[config.mk]
export PLATFORM = sky130hd
export DESIGN_NAME = riscv_multicycle_ctrl_flat
export DESIGN_NICKNAME = d
export VERILOG_FILES = /design/src/rtl/riscv_multicycle_ctrl_pkg.sv /design/src/rtl/riscv_multicycle_ctrl_if.sv /design/src/rtl/riscv_multicycle_ctrl_wait_timer.sv /design/src/rtl/riscv_multicycle_ctrl.sv /design/src/flat_wrapper.sv
export SDC_FILE = /design/constraint.sdc
export NUM_CORES = 1
export LEC_CHECK = 0
export CORE_MARGIN = 2
export CORE_UTILIZATION = 30
export DETAILED_ROUTE_END_ITERATION = 6
export GPL_TIMING_DRIVEN = 0
export SYNTH_ARGS = -nofsm -noshare
export SYNTH_HDL_FRONTEND = slang
export SYNTH_SLANG_ARGS = --single-unit
[constraint.sdc]
create_clock -name clk -period 3.1 [get_ports clk]
set_input_delay 0.775 -clock clk [delete_from_list [all_inputs] [get_ports clk]]
set_output_delay 0.775 -clock clk [all_outputs]
set_load 0.01 [all_outputs]
[src/rtl/riscv_multicycle_ctrl_pkg.sv]
// Shared opcodes, ALUOp codes, state encoding and control-word layout for the multi-cycle controller.
// Latency: n/a (types and constants only).
// Backpressure: n/a.
package riscv_multicycle_ctrl_pkg;

    localparam logic [6:0] OP_R   = 7'b0110011;
    localparam logic [6:0] OP_I   = 7'b0010011;
    localparam logic [6:0] OP_LD  = 7'b0000011;
    localparam logic [6:0] OP_SD  = 7'b0100011;
    localparam logic [6:0] OP_BEQ = 7'b1100011;

    localparam logic [1:0] ALUOP_ADD   = 2'b00;
    localparam logic [1:0] ALUOP_SUB   = 2'b01;
    localparam logic [1:0] ALUOP_FUNCT = 2'b10;

    typedef enum logic [3:0] {
        ST_FETCH    = 4'd0,
        ST_DECODE   = 4'd1,
        ST_EXEC_R   = 4'd2,
        ST_EXEC_I   = 4'd3,
        ST_MEM_ADDR = 4'd4,
        ST_MEM_RD   = 4'd5,
        ST_MEM_WR   = 4'd6,
        ST_WB_ALU   = 4'd7,
        ST_WB_MEM   = 4'd8,
        ST_BRANCH   = 4'd9,
        ST_TRAP     = 4'd10
    } state_t;

    typedef struct packed {
        logic       mem_req;
        logic       mem_addr_sel;
        logic       mem_read;
        logic       mem_write;
        logic       alu_src;
        logic       memto_reg;
        logic       reg_write;
        logic       branch;
        logic [1:0] alu_op;
        logic       pc_write;
        logic       ir_write;
        logic       retire;
    } ctrl_t;

    function automatic logic is_mem_state(input state_t s);
        return (s == ST_FETCH) || (s == ST_MEM_RD) || (s == ST_MEM_WR);
    endfunction

endpackage

[src/rtl/riscv_multicycle_ctrl_if.sv]
// Controller <-> datapath/memory bundle: decode inputs, memory handshake, control strobes, status.
// Latency: n/a (wires only).
// Backpressure: memory stalls the controller by withholding mem_ready while mem_req is high.
interface riscv_multicycle_ctrl_if #(parameter int CNT_W = 32);

    logic [6:0]       opcode;
    logic             zero;
    logic             mem_ready;

    logic             mem_req;
    logic             mem_addr_sel;
    logic             mem_read;
    logic             mem_write;
    logic             alu_src;
    logic             memto_reg;
    logic             reg_write;
    logic             branch;
    logic [1:0]       alu_op;
    logic             pc_write;
    logic             ir_write;
    logic             retire;
    logic [CNT_W-1:0] retired_cnt;
    logic             illegal;
    logic             timeout_err;

    modport master (
        input  opcode, zero, mem_ready,
        output mem_req, mem_addr_sel, mem_read, mem_write, alu_src, memto_reg,
               reg_write, branch, alu_op, pc_write, ir_write, retire,
               retired_cnt, illegal, timeout_err
    );

    modport slave (
        output opcode, zero, mem_ready,
        input  mem_req, mem_addr_sel, mem_read, mem_write, alu_src, memto_reg,
               reg_write, branch, alu_op, pc_write, ir_write, retire,
               retired_cnt, illegal, timeout_err
    );

endinterface

[src/rtl/riscv_multicycle_ctrl_wait_timer.sv]
// Counts consecutive non-ready memory cycles and flags the last one allowed before a trap.
// Latency: expired is combinational from the registered count.
// Backpressure: none; clear has priority over inc.
module riscv_multicycle_ctrl_wait_timer #(
    parameter int TIMEOUT = 15
) (
    input  logic clk,
    input  logic reset,
    input  logic clear,
    input  logic inc,
    output logic expired
);

    logic [7:0] wait_cnt;

    always_ff @(posedge clk or negedge reset) begin
        if (!reset) begin
            wait_cnt <= '0;
        end else if (clear) begin
            wait_cnt <= '0;
        end else if (inc) begin
            wait_cnt <= wait_cnt + 8'd1;
        end
    end

    // A ready arriving while expired is high still completes; only a miss traps.
    assign expired = (wait_cnt == 8'(TIMEOUT - 1));

endmodule

[src/rtl/riscv_multicycle_ctrl.sv]
// Multi-cycle RV64I main control FSM: sequences fetch/decode/execute/memory/writeback, counts retires, traps.
// Latency: branch 3, R/I/store 4, load 5 cycles with zero-wait memory; +1 per memory wait cycle.
// Backpressure: holds in memory states until mem_ready; traps after TIMEOUT consecutive misses.
module riscv_multicycle_ctrl
    import riscv_multicycle_ctrl_pkg::*;
#(
    parameter int TIMEOUT = 15,
    parameter int CNT_W   = 32
) (
    input  logic                    clk,
    input  logic                    reset,
    riscv_multicycle_ctrl_if.master bus
);

    state_t           state;
    state_t           state_nxt;
    state_t           done_nxt;
    ctrl_t            ctl;
    ctrl_t            ctl_out;
    logic             wait_clr;
    logic             wait_inc;
    logic             expired;
    logic             set_illegal;
    logic             set_timeout;
    logic [CNT_W-1:0] retired_cnt;
    logic             illegal;
    logic             timeout_err;

    riscv_multicycle_ctrl_wait_timer #(.TIMEOUT(TIMEOUT)) u_wait_timer (
        .clk     (clk),
        .reset   (reset),
        .clear   (wait_clr),
        .inc     (wait_inc),
        .expired (expired)
    );

    always_ff @(posedge clk or negedge reset) begin
        if (!reset) begin
            state <= ST_FETCH;
        end else begin
            state <= state_nxt;
        end
    end

    always_comb begin
        state_nxt   = state;
        done_nxt    = ST_FETCH;
        ctl         = '0;
        wait_clr    = 1'b1;
        wait_inc    = 1'b0;
        set_illegal = 1'b0;
        set_timeout = 1'b0;

        case (state)
            ST_FETCH: begin
                ctl.mem_req  = 1'b1;
                ctl.mem_read = 1'b1;
                ctl.ir_write = bus.mem_ready;
                ctl.pc_write = bus.mem_ready;
                done_nxt     = ST_DECODE;
            end
            ST_DECODE: begin
                case (bus.opcode)
                    OP_R:         state_nxt = ST_EXEC_R;
                    OP_I:         state_nxt = ST_EXEC_I;
                    OP_LD, OP_SD: state_nxt = ST_MEM_ADDR;
                    OP_BEQ:       state_nxt = ST_BRANCH;
                    default: begin
                        state_nxt   = ST_TRAP;
                        set_illegal = 1'b1;
                    end
                endcase
            end
            ST_EXEC_R: begin
                ctl.alu_op = ALUOP_FUNCT;
                state_nxt  = ST_WB_ALU;
            end
            ST_EXEC_I: begin
                ctl.alu_op  = ALUOP_FUNCT;
                ctl.alu_src = 1'b1;
                state_nxt   = ST_WB_ALU;
            end
            ST_MEM_ADDR: begin
                ctl.alu_op  = ALUOP_ADD;
                ctl.alu_src = 1'b1;
                state_nxt   = (bus.opcode == OP_SD) ? ST_MEM_WR : ST_MEM_RD;
            end
            ST_MEM_RD: begin
                ctl.mem_req      = 1'b1;
                ctl.mem_read     = 1'b1;
                ctl.mem_addr_sel = 1'b1;
                ctl.alu_src      = 1'b1;
                done_nxt         = ST_WB_MEM;
            end
            ST_MEM_WR: begin
                ctl.mem_req      = 1'b1;
                ctl.mem_write    = 1'b1;
                ctl.mem_addr_sel = 1'b1;
                ctl.alu_src      = 1'b1;
                ctl.retire       = bus.mem_ready;
                done_nxt         = ST_FETCH;
            end
            ST_WB_ALU: begin
                ctl.reg_write = 1'b1;
                ctl.retire    = 1'b1;
                state_nxt     = ST_FETCH;
            end
            ST_WB_MEM: begin
                ctl.reg_write = 1'b1;
                ctl.memto_reg = 1'b1;
                ctl.retire    = 1'b1;
                state_nxt     = ST_FETCH;
            end
            ST_BRANCH: begin
                ctl.alu_op   = ALUOP_SUB;
                ctl.branch   = 1'b1;
                ctl.pc_write = bus.zero;
                ctl.retire   = 1'b1;
                state_nxt    = ST_FETCH;
            end
            ST_TRAP: begin
                state_nxt = ST_TRAP;
            end
            default: begin
                state_nxt = ST_TRAP;
            end
        endcase

        // Shared handshake for every state that owns the memory port.
        if (is_mem_state(state)) begin
            if (bus.mem_ready) begin
                state_nxt = done_nxt;
            end else if (expired) begin
                state_nxt   = ST_TRAP;
                set_timeout = 1'b1;
            end else begin
                wait_clr = 1'b0;
                wait_inc = 1'b1;
            end
        end
    end

    always_ff @(posedge clk or negedge reset) begin
        if (!reset) begin
            retired_cnt <= '0;
            illegal     <= 1'b0;
            timeout_err <= 1'b0;
        end else begin
            if (ctl.retire) begin
                retired_cnt <= retired_cnt + {{(CNT_W-1){1'b0}}, 1'b1};
            end
            if (set_illegal) begin
                illegal <= 1'b1;
            end
            if (set_timeout) begin
                timeout_err <= 1'b1;
            end
        end
    end

    // Reset forces every strobe low at once so an in-flight request is abandoned asynchronously.
    assign ctl_out = reset ? ctl : '0;

    assign bus.mem_req      = ctl_out.mem_req;
    assign bus.mem_addr_sel = ctl_out.mem_addr_sel;
    assign bus.mem_read     = ctl_out.mem_read;
    assign bus.mem_write    = ctl_out.mem_write;
    assign bus.alu_src      = ctl_out.alu_src;
    assign bus.memto_reg    = ctl_out.memto_reg;
    assign bus.reg_write    = ctl_out.reg_write;
    assign bus.branch       = ctl_out.branch;
    assign bus.alu_op       = ctl_out.alu_op;
    assign bus.pc_write     = ctl_out.pc_write;
    assign bus.ir_write     = ctl_out.ir_write;
    assign bus.retire       = ctl_out.retire;
    assign bus.retired_cnt  = retired_cnt;
    assign bus.illegal      = illegal;
    assign bus.timeout_err  = timeout_err;

endmodule

[src/flat_wrapper.sv]
// flat-port wrapper written by rule: the top's interface ports become plain ports
module riscv_multicycle_ctrl_flat import riscv_multicycle_ctrl_pkg::*;
#(
    parameter int TIMEOUT = 15,
    parameter int CNT_W   = 32
)
  (clk, reset, bus_opcode, bus_zero, bus_mem_ready, bus_mem_req, bus_mem_addr_sel, bus_mem_read, bus_mem_write, bus_alu_src, bus_memto_reg, bus_reg_write, bus_branch, bus_alu_op, bus_pc_write, bus_ir_write, bus_retire, bus_retired_cnt, bus_illegal, bus_timeout_err);
  riscv_multicycle_ctrl_if #(.CNT_W(CNT_W)) bus_i ();
  input  logic clk;
  input  logic reset;
  input wire logic [$bits(bus_i.opcode)-1:0] bus_opcode;
  input wire logic [$bits(bus_i.zero)-1:0] bus_zero;
  input wire logic [$bits(bus_i.mem_ready)-1:0] bus_mem_ready;
  output wire logic [$bits(bus_i.mem_req)-1:0] bus_mem_req;
  output wire logic [$bits(bus_i.mem_addr_sel)-1:0] bus_mem_addr_sel;
  output wire logic [$bits(bus_i.mem_read)-1:0] bus_mem_read;
  output wire logic [$bits(bus_i.mem_write)-1:0] bus_mem_write;
  output wire logic [$bits(bus_i.alu_src)-1:0] bus_alu_src;
  output wire logic [$bits(bus_i.memto_reg)-1:0] bus_memto_reg;
  output wire logic [$bits(bus_i.reg_write)-1:0] bus_reg_write;
  output wire logic [$bits(bus_i.branch)-1:0] bus_branch;
  output wire logic [$bits(bus_i.alu_op)-1:0] bus_alu_op;
  output wire logic [$bits(bus_i.pc_write)-1:0] bus_pc_write;
  output wire logic [$bits(bus_i.ir_write)-1:0] bus_ir_write;
  output wire logic [$bits(bus_i.retire)-1:0] bus_retire;
  output wire logic [$bits(bus_i.retired_cnt)-1:0] bus_retired_cnt;
  output wire logic [$bits(bus_i.illegal)-1:0] bus_illegal;
  output wire logic [$bits(bus_i.timeout_err)-1:0] bus_timeout_err;
  assign bus_i.opcode = bus_opcode;
  assign bus_i.zero = bus_zero;
  assign bus_i.mem_ready = bus_mem_ready;
  assign bus_mem_req = bus_i.mem_req;
  assign bus_mem_addr_sel = bus_i.mem_addr_sel;
  assign bus_mem_read = bus_i.mem_read;
  assign bus_mem_write = bus_i.mem_write;
  assign bus_alu_src = bus_i.alu_src;
  assign bus_memto_reg = bus_i.memto_reg;
  assign bus_reg_write = bus_i.reg_write;
  assign bus_branch = bus_i.branch;
  assign bus_alu_op = bus_i.alu_op;
  assign bus_pc_write = bus_i.pc_write;
  assign bus_ir_write = bus_i.ir_write;
  assign bus_retire = bus_i.retire;
  assign bus_retired_cnt = bus_i.retired_cnt;
  assign bus_illegal = bus_i.illegal;
  assign bus_timeout_err = bus_i.timeout_err;
  riscv_multicycle_ctrl #(.TIMEOUT(TIMEOUT), .CNT_W(CNT_W)) u_core (.clk(clk), .reset(reset), .bus(bus_i));
endmodule
==> key figures <==
STA
  – Final setup vio count: 0
  – Final hold vios: 0
  – Fin. max-slew vios: 0
  – RSZ-0062 raised after global routing: false
  – Fin Setup TNS: 0 ns
  – Slew @ Worst Pin: 0.5570 ns
  – Setup Skew: 0.007025 ns
  – Setup ws final: 0.1973 ns
  – Period minus WS final: around 2.9 ns
  – Fmax: 344.5 MHz
  – Final period util: 93.64%
  – Slew Limit Headroom: 62.52%

CTS
  – CTS buffer count: 5
  – CTS Buffer Depth: 2
  – CTS tree: yes
  – Root buf cell: clkbuf_8
  – H-Tree Depth: 2
  – Worst-Skew Late Latency: between 0.2 and 0.3 ns
  – Clock-pin slew on the worst setup and hold paths: 0.08 ns
  – Hold Buf Count CTS: 0
  – Clk sinks: 46

Critical path
  – CP startpoint kind: flop
  – WP data arrival: 2.13 ns
  – R2R depth: 6
  – R2R Setup Slk: 0.89 ns
  – Critical path type: reg -> out
  – CP endpoint kind: output port
  – R2R Path Start: u_core.bus.retired_cnt[14]
  – Critical Path RT: 2.32 ns
  – Crit path max fanout: 10
  – Reg-to-reg endpoint: u_core.bus.retired_cnt[29]

Synthesis
  – Mapped Nets: between 200 and 300
  – Sequential element share of the synthesized area: 47.57%
  – #FFs+latches synth: 46
  – Cell taking the most area after synthesis: dfrtp_1
  – Syn avg cell area: about 9.8 µm²
  – Cells after Synth: roughly 250
  – Yosys top cell area share: around 48%
  – Mapped cell area: 0.002420 mm²
  – Netlist cell types: 44
  – Ys async rst share: between 90% and 100%
  – Post-synth EDFFs: 0
  – YS warnings: 0
  – Most common flop cell mapped by yosys: dfrtp_1
  – Synth area leaders: dfrtp_1 48%, xor2_1 7.2%, xnor2_1 6.9%

Cells and area
  – Final-stage net count: 326
  – Final instance area: 0.003248 mm²
  – Finished Layout Cells: 414
  – Share of layout cells above drive strength 1: 7.692%
  – Core Util, Final: 41.82%
  – P&R area growth vs syn: 34.23%
  – Fillers: 764
  – N_diodes: 0

Route
  – Vias/cell: 4.800
  – Final ANT Viol Nets: 0
  – First DRT Iteration DRCs: 107
  – M1 wire length: 2493 µm
  – DR vias: 1,987
  – Top Metal Used: met4
  – Drt first pass iters: 4
  – Met2 Routed Length: 2349 µm
  – Total wire length: 5228 µm
  – DRC Markers: 0
  – Met3 WL post-DR: around 320 µm
  – WL/cell: around 13 µm

Pwr
  – Max IR drop VDD: 0.4306 mV
  – Pwr Density: 574.5 mW/mm²
  – Lkg Pwr: 1.335 nW

GRT
  – All-layer global routing usage: roughly 12%
  – Global-route wire length before repair: 8735 µm
  – Grt ovf: 0
  – Largest net degree at the start of global routing: 35
  – Initial antenna violation count: 0
  – Vias in the first global route: roughly 1,900

Die
  – Die Wd: approximately 94 µm
  – Top Ports: just under 60
  – Row count: 32
  – Die height: 93.81 µm
  – Core area: 0.007767 mm²
  – Initial Util: 31.15%
  – DIE AREA: 0.008800 mm²

Worst hold path
  – Class of the worst hold path: in -> async

Placement
  – Placed inst area: 0.003133 mm²
  – Dpl ws: -0.4493 ns
  – Final GP Congestion: 0.8031
  – Cell count after placement: between 400 and 500
  – IO buf count: between 50 and 60
  – Hpwl dp: around 3800 µm

Flow run
  – Max Cap Viol: 0

Run status
  – Status: finished, final reports clean
## state kept, by name, indices dropped and copies added (netlist names)
name,count
u_core.state,4
u_core.bus.timeout_err,1
u_core.bus.retired_cnt,32
u_core.u_wait_timer.wait_cnt,8
u_core.bus.illegal,1
## power breakdown
| group | internal, mW | switching, mW |
|---|---|---|
| combinational | 0.367 | 0.410 |
| sequential | 0.663 | 0.0780 |
| clock | 0.152 | 0.196 |
## logic make-up (layout without fill, tap and decap cells)
group | count (synthesis) | count (layout) | share of synthesized area (%)
compound gates | 24 | 24 | 7.291
xor+xnor | 40 | 40 | 14.79
fa+ha+maj | 3 | 3 | 1.551
buf+inv | 15 | 81 | 2.792
flops | 46 | 46 | 47.57
simple gates | 118 | 118 | 26.01
## per-stage QoR
step	hold slack [ns]	power, mW
2_1_floorplan	0.4794	1.203
3_3_place_gp	0.4468	1.473
3_5_place_dp	0.4517	1.475
4_1_cts	0.4147	1.866
5_1_grt	0.3722	1.995
6_report	0.3675	1.866
## critical path, stage by stage, from the launching register on
cell and delay (ns):
dfrtp_1 0.45, clkbuf_2 0.24, inv_1 0.18, nand2_1 0.12, nor2_1 0.18, a21o_1 0.14
clkdlybuf4s50_1 0.52
## worst max-delay path by stage
stage / start / end / slack, ns / depth (start not counted)
after global routing: u_core.state[1] / bus_pc_write / 0.03 / 6
after CTS: u_core.state[1] / bus_pc_write / 0.06 / 6
after global placement: reset / bus_pc_write / -1.82 / 5
final: u_core.state[1] / bus_pc_write / 0.20 / 6
after floorplan: bus_mem_ready / u_core.bus.retired_cnt[31] / 0.84 / 5
after detailed placement: bus_mem_ready / bus_retire / -0.45 / 5
## final cells by class
| class | count | area [µm²] | share of cell area, % |
|---|---|---|---|
| inverters | 6 | 22.52 | 0.6934 |
| multi-input cells | 185 | 1226 | 37.75 |
| well taps | 102 | 127.6 | 3.929 |
| flip-flops and latches | 46 | 1151 | 35.44 |
| repair buffers | 59 | 594.3 | 18.30 |
| clock inverters | 2 | 10.01 | 0.3082 |
| plain buffers | 9 | 47.55 | 1.464 |
| clock buffers | 5 | 68.82 | 2.119 |
## cells in the mapped netlist (2+ instances only)
cell,number
a21o_1,2
a21oi_1,5
and2_1,9
and3_1,7
clkbuf_1,7
dfrtp_1,46
ha_1,3
inv_1,6
nand2_1,23
nand2b_1,6
nand3_1,10
nand3b_1,2
nand4_1,11
nand4bb_1,2
nor2_1,26
nor2b_1,4
nor3_1,9
nor4_1,2
o21ai_0,2
o21bai_1,2
o22ai_1,2
xnor2_1,19
xor2_1,20
## repair_timing
action,CTS,global route
buffers inserted,1,0
gates cloned,0,0
pin swaps,1,0
endpoints found under the setup margin,1,4
resized for setup,4,7
## per-layer routing
metal | vias to the layer above | track usage, %
li1 | 977 | -
met1 | 949 | 17.21
met2 | 54 | 18.93
met3 | 7 | 3.050
met4 | 0 | 3.261
met5 | - | 0
## layout by cell type, fill, tap and decap left out, types with 2 or more instances in the layout
cell type	netlist	layout
nor2b_1	4	4
and3_1	7	7
xnor2_1	19	19
nand2b_1	6	6
clkbuf_2	0	2
nor4_1	2	2
nor2_1	26	25
buf_4	1	2
nor3_1	9	9
ha_1	3	3
o21ai_0	2	2
nand4bb_1	2	2
o21bai_1	2	2
nand3_1	10	10
clkbuf_8	0	5
and2_1	9	9
a21o_1	2	2
nand2_1	23	23
inv_1	6	6
clkinv_2	0	2
clkbuf_1	7	5
xor2_1	20	20
dfrtp_1	46	46
a21oi_1	5	5
clkdlybuf4s50_1	0	55
nand4_1	11	11
nand3b_1	2	2
Power figures use the tool's default switching activity.
